### src/rtl/sort_ctrl_pkg.sv
// sort_ctrl_pkg: shared states, RAM mux selects and default widths for sort_ctrl.
package sort_ctrl_pkg;
    localparam int DEF_ADDR_W    = 8;
    localparam int DEF_DATA_W    = 8;
    localparam int DEF_TIMEOUT_W = 16;
    typedef enum logic [2:0] {IDLE, ARM, SORT, VERIFY, DONE} ctrl_state_e;
    typedef enum logic [1:0] {SEL_HOST, SEL_SORT, SEL_SCAN} mem_sel_e;
endpackage

### src/rtl/sort_verify_scan.sv
// sort_verify_scan: walks addresses 0..len-1 and flags any decrease in the returned bytes.
module sort_verify_scan
    import sort_ctrl_pkg::*;
#(
    parameter int ADDR_W = DEF_ADDR_W,
    parameter int DATA_W = DEF_DATA_W
) (
    input  logic              clk,
    input  logic              rst_n,
    input  logic              start,
    input  logic [ADDR_W-1:0] len,
    input  logic [DATA_W-1:0] rdata,
    output logic [ADDR_W-1:0] scan_addr,
    output logic              scan_done,
    output logic              ok
);
    logic [ADDR_W:0]   cnt;
    logic [DATA_W-1:0] prev;
    logic              run, ok_q, dec;
    assign scan_addr = cnt[ADDR_W-1:0];
    assign scan_done = run && cnt == {1'b0, len};
    // rdata lags the address by one cycle, so byte cnt-1 arrives while cnt is shown
    assign dec = run && (|cnt[ADDR_W:1]) && rdata < prev;
    assign ok  = ok_q & ~dec;
    always_ff @(posedge clk or negedge rst_n) begin
        if (!rst_n) begin
            cnt  <= '0;
            prev <= '0;
            run  <= 1'b0;
            ok_q <= 1'b1;
        end else if (start) begin
            cnt  <= '0;
            run  <= 1'b1;
            ok_q <= 1'b1;
        end else if (run) begin
            cnt  <= cnt + 1'b1;
            prev <= rdata;
            ok_q <= ok;
            run  <= !scan_done;
        end
    end
endmodule

### src/rtl/sort_ctrl.sv
// sort_ctrl: job sequencer and RAM arbiter between host and sorter; SORT_CTRL_VERIFY_EN adds a post-sort order scan.
module sort_ctrl
    import sort_ctrl_pkg::*;
#(
    parameter int ADDR_W    = DEF_ADDR_W,
    parameter int DATA_W    = DEF_DATA_W,
    parameter int TIMEOUT_W = DEF_TIMEOUT_W
) (
    input  logic              clk,
    input  logic              rst_n,
    input  logic              host_req,
    input  logic              host_we,
    input  logic [ADDR_W-1:0] host_addr,
    input  logic [DATA_W-1:0] host_wdata,
    output logic              host_gnt,
    output logic              host_rvalid,
    output logic [DATA_W-1:0] host_rdata,
    input  logic              job_go,
    input  logic [ADDR_W-1:0] job_len,
    output logic              busy,
    output logic              job_done,
    output logic              sort_ok,
    output logic              err,
    output logic              srt_start,
    input  logic              srt_rdy,
    input  logic              srt_done,
    input  logic [ADDR_W-1:0] srt_addr,
    input  logic [DATA_W-1:0] srt_wrdata,
    input  logic              srt_wren,
    output logic [DATA_W-1:0] srt_rddata,
    output logic [ADDR_W-1:0] mem_addr,
    output logic [DATA_W-1:0] mem_wrdata,
    output logic              mem_wren,
    input  logic [DATA_W-1:0] mem_rddata
);
    ctrl_state_e       state, state_nx;
    mem_sel_e          sel;
    logic [TIMEOUT_W-1:0] wd;
    logic              tmo, scan_go, scan_done, scan_ok, long_job;
    logic [ADDR_W-1:0] scan_addr;
    // fires on the cycle whose edge would saturate the watchdog
    assign tmo = (state == ARM || state == SORT) && wd == {{(TIMEOUT_W-1){1'b1}}, 1'b0};
    assign host_gnt   = state == IDLE && host_req && !job_go;
    assign busy       = state == ARM || state == SORT || state == VERIFY;
    assign job_done   = state == DONE;
    assign host_rdata = mem_rddata;
    assign srt_rddata = mem_rddata;
    assign mem_addr   = sel == SEL_SORT ? srt_addr : sel == SEL_SCAN ? scan_addr : host_addr;
    assign mem_wrdata = sel == SEL_SORT ? srt_wrdata : host_wdata;
    assign mem_wren   = sel == SEL_SORT ? srt_wren : host_gnt & host_we;
    always_comb begin
        state_nx  = state;
        sel       = SEL_HOST;
        srt_start = 1'b0;
        scan_go   = 1'b0;
        case (state)
            IDLE:   state_nx = job_go ? ARM : IDLE;
            ARM: begin
                sel       = SEL_SORT;
                srt_start = srt_rdy && !tmo;
                state_nx  = tmo ? DONE : srt_rdy ? SORT : ARM;
            end
            SORT: begin
                sel      = SEL_SORT;
                scan_go  = srt_done && !tmo && long_job;
                state_nx = tmo ? DONE : srt_done ? (long_job ? VERIFY : DONE) : SORT;
            end
            VERIFY: begin
                sel      = SEL_SCAN;
                state_nx = scan_done ? DONE : VERIFY;
            end
            default: state_nx = IDLE;
        endcase
    end
    always_ff @(posedge clk or negedge rst_n) begin
        if (!rst_n) begin
            state       <= IDLE;
            wd          <= '0;
            err         <= 1'b0;
            sort_ok     <= 1'b1;
            host_rvalid <= 1'b0;
        end else begin
            state       <= state_nx;
            host_rvalid <= host_gnt & ~host_we;
            wd          <= (state == ARM || state == SORT) ? wd + 1'b1 : '0;
            if (state == IDLE && job_go) begin
                err     <= 1'b0;
                sort_ok <= 1'b1;
            end else if (tmo) begin
                err     <= 1'b1;
                sort_ok <= 1'b0;
            end else if (state == VERIFY && scan_done) begin
                sort_ok <= scan_ok;
            end
        end
    end
`ifdef SORT_CTRL_VERIFY_EN
    logic [ADDR_W-1:0] len_q;
    always_ff @(posedge clk or negedge rst_n) begin
        if (!rst_n) len_q <= '0;
        else if (state == IDLE && job_go) len_q <= job_len;
    end
    // lengths 0 and 1 are trivially ordered and skip the scan
    assign long_job = |len_q[ADDR_W-1:1];
    sort_verify_scan #(.ADDR_W(ADDR_W), .DATA_W(DATA_W)) u_scan (
        .clk       (clk),
        .rst_n     (rst_n),
        .start     (scan_go),
        .len       (len_q),
        .rdata     (mem_rddata),
        .scan_addr (scan_addr),
        .scan_done (scan_done),
        .ok        (scan_ok)
    );
`else
    logic unused_cfg;
    assign unused_cfg = scan_go ^ (^job_len);
    assign long_job   = 1'b0;
    assign scan_addr  = '0;
    assign scan_done  = 1'b0;
    assign scan_ok    = 1'b1;
`endif
endmodule

### config.mk
export PLATFORM = sky130hd
export DESIGN_NAME = sort_ctrl
export DESIGN_NICKNAME = d
export VERILOG_FILES = /design/src/rtl/sort_ctrl_pkg.sv /design/src/rtl/sort_verify_scan.sv /design/src/rtl/sort_ctrl.sv
export SDC_FILE = /design/constraint.sdc
export NUM_CORES = 1
export LEC_CHECK = 0
export CAP_MARGIN = 20
export CORE_ASPECT_RATIO = 1.75
export CORE_UTILIZATION = 40
export CTS_BUF_LIST = sky130_fd_sc_hd__clkbuf_8
export DETAILED_ROUTE_END_ITERATION = 8
export PLACE_DENSITY = 0.91
export SYNTH_ARGS = -nofsm -noshare
export SYNTH_HDL_FRONTEND = slang
export SYNTH_SLANG_ARGS = --single-unit
### constraint.sdc
create_clock -name clk -period 2.87 [get_ports clk]
set_clock_uncertainty 0.2 [all_clocks]
set_input_delay 0.574 -clock clk [delete_from_list [all_inputs] [get_ports clk]]
set_output_delay 0.574 -clock clk [all_outputs]
set_load 0.03 [all_outputs]
==> metrics <==
Post-DRT Antenna Nets=0; gpl congestion=0.7368; Primary FF master, synth=dfrtp_1; layout cell share with drive strength beyond 1=0.1542; Vias=1362; Critical Path Most Common Cell=clkdlybuf4s50_1; Synth cell types=39; Final #Nets=273; final hold violations=0; Routed Wire Length=3629 µm; Slew Viols, Final=0; sequential share of the synthesized area=0.3865; max_cap viols=0; IO Count=96; clock slew at reported path FFs=0.07 ns; Setup CP Type=in -> out; Starting Density=0.4201; CTS tree=yes; I/O Buffers=63; Layout area overhead=39.00%; DR iter-0 viols=39; Die Y=81.03 µm; Net Sw Frac=0.2179; Clock Path Buffers=2; Leak=0.8657 nW; net count after synthesis=225; Startpoint Class=primary input; # resized after CTS=0; syn avg cell area=8.549 µm²; Detail Placement HPWL=2888 µm; Root Driver=clkbuf_8; clock share of power=0.324; share of flip-flops with an asynchronous set or reset=1.000; setup tns final=0 ns; depth of the CTS H-tree=1; Post-Synthesis Cell Area=0.001428 mm²; initial antenna violation count=0; PD cells=297.7 mW/mm²; CP max FO=3; Synthesis Warnings=0; Sequential Power Share=0.524; Vias/cell=5.259; total gr overflow=0; Routed WL per cell=14.01 µm; flop2flop setup slack=0.77 ns; n_diodes=0; commonest non-fill, non-tap cell in the layout=clkdlybuf4s50_1; Psw=0.1287 mW; number of remaining DRC errors=0; CTS Buf Count=3; Worst EP required=2.10 ns; CP delay by family, top=buffers and inverters; RSZ-0062 raised after global routing=no; global-route wire length before repair=5299 µm; cells after synthesis=167; cell row count=28; status=finished, final reports clean; commonest non-fill, non-tap cells in the layout=45 x clkdlybuf4s50_1, 31 x nand2_1, 22 x buf_4, 21 x dfrtp_1, 16 x nor2_1; combinational share of power=0.151; crit-path max cell delay=0.68 ns; Peak VDD IR=0.0002698 V; slew of the pin with the lowest slew margin=0.4504 ns; Die Wd=47.16 µm; core area=0.003398 mm²; number of global-route vias before repair=1242; worst path bufs/invs=2; #FFs+latches synth=22; min Tclk post-route=2.744 ns; EDFF count, synth=0; largest net degree at the start of global routing=26; Worst slew margin=0.6972; post-CTS setup buffers=0; crit path DAT=1.97 ns; critical-path cell list=clkdlybuf4s50_1 > nor2_1 > and3_1 > clkdlybuf4s50_1; CTS Hold Bufs=0; TritonRoute pass-1 iters=4; GRT Total Usage=0.1934; worst min path class=reg -> reg; Worst setup EP type=primary output; clk sinks=22; die area=0.003821 mm²; final period utilization=0.9560; Fmax=364.5 MHz; cell-internal power=0.4620 mW; Clk Latency, worst-skew pair=0.26 ns; slowest stage cell on the critical path=clkdlybuf4s50_1; smallest hold slack=0.2975 ns; final setup vio count=0
## synth_stat cells, types with 3 or more instances
| master | n | area share |
|---|---|---|
| a21oi_1 | 3 | 0.011 |
| o21ai_0 | 3 | 0.011 |
| xor2_1 | 7 | 0.043 |
| nor2_1 | 16 | 0.042 |
| buf_4 | 18 | 0.095 |
| xnor2_1 | 5 | 0.031 |
| nand4_1 | 3 | 0.013 |
| nor4_1 | 3 | 0.013 |
| dfrtp_1 | 21 | 0.37 |
| clkbuf_1 | 4 | 0.011 |
| nand2_1 | 31 | 0.082 |
| nand3_1 | 8 | 0.028 |
| a22o_1 | 9 | 0.055 |
| inv_1 | 4 | 0.011 |
## kinds of logic after synthesis
family	synth area share
compound gates	0.1148
xor+xnor	0.07362
fa+ha+maj	0.01753
buf+inv	0.1227
flops	0.3865
simple gates	0.2849
## registers in the layout, summed over array words and instances (netlist names)
name and count:
state 3, wd 16, host_rvalid 1, err 1, sort_ok 1
## per-stage QoR
step / power (mW) / cells / cell area (µm²) / worst slack (ns) / util
CTS: 0.5971 / 259 / 1984 / 0.1158 / 0.5839
global placement: 0.4040 / 255 / 1939 / 0.1580 / 0.5707
detailed placement: 0.4061 / 255 / 1939 / 0.1253 / 0.5707
global route: 0.6190 / 259 / 1984 / 0.05037 / 0.5839
floorplan: 0.3761 / 167 / 1428 / 0.2300 / -
finish: 0.5908 / 259 / 1984 / 0.1264 / 0.5839
## path summary, 6_finish.rpt
path	from	end	cells past startpoint
max in group asynchronous	rst_n	sort_ok$_DFFE_PN1P_	2
setup / recovery	job_go	host_gnt	4
setup reg to reg	state[1]$_DFF_PN0_	state[0]$_DFF_PN0_	5
hold reg to reg	sort_ok$_DFFE_PN1P_	sort_ok$_DFFE_PN1P_	2
hold / removal	sort_ok$_DFFE_PN1P_	sort_ok$_DFFE_PN1P_	2
min in group asynchronous	rst_n	err$_DFFE_PN0P_	2
## layer usage
layer	global-route usage	wire, µm
met1	0.1799	1226
met2	0.3667	1932
met3	0.01778	332
met4	0.1229	138
met5	0	0
## area by class of cell
cell class | instances | area, µm²
Clock inverter | 1 | 3.754
Timing Repair Buffer | 67 | 615.6
Clock buffer | 3 | 41.29
Fill cell | 299 | 1414
Sequential cell | 22 | 551.8
Tap cell | 45 | 56.30
Multi-Input combinational cell | 117 | 700.7
Inverter | 4 | 15.01
## tightest hold or removal path: stages (launching register included)
cell	delay, ns
dfstp_2	0.37
inv_1	0.04
o21ai_0	0.08
## power groups by stage
stage	Sequential (mW)	Clock, mW	Combinational, mW
5_1_grt	0.310	0.213	0.0965
3_3_place_gp	0.316	0	0.0881
4_1_cts	0.310	0.197	0.0904
2_1_floorplan	0.316	0	0.0602
3_5_place_dp	0.316	0	0.0903
6_report	0.310	0.192	0.0894
No activity file was read; power rests on OpenSTA's default activity.
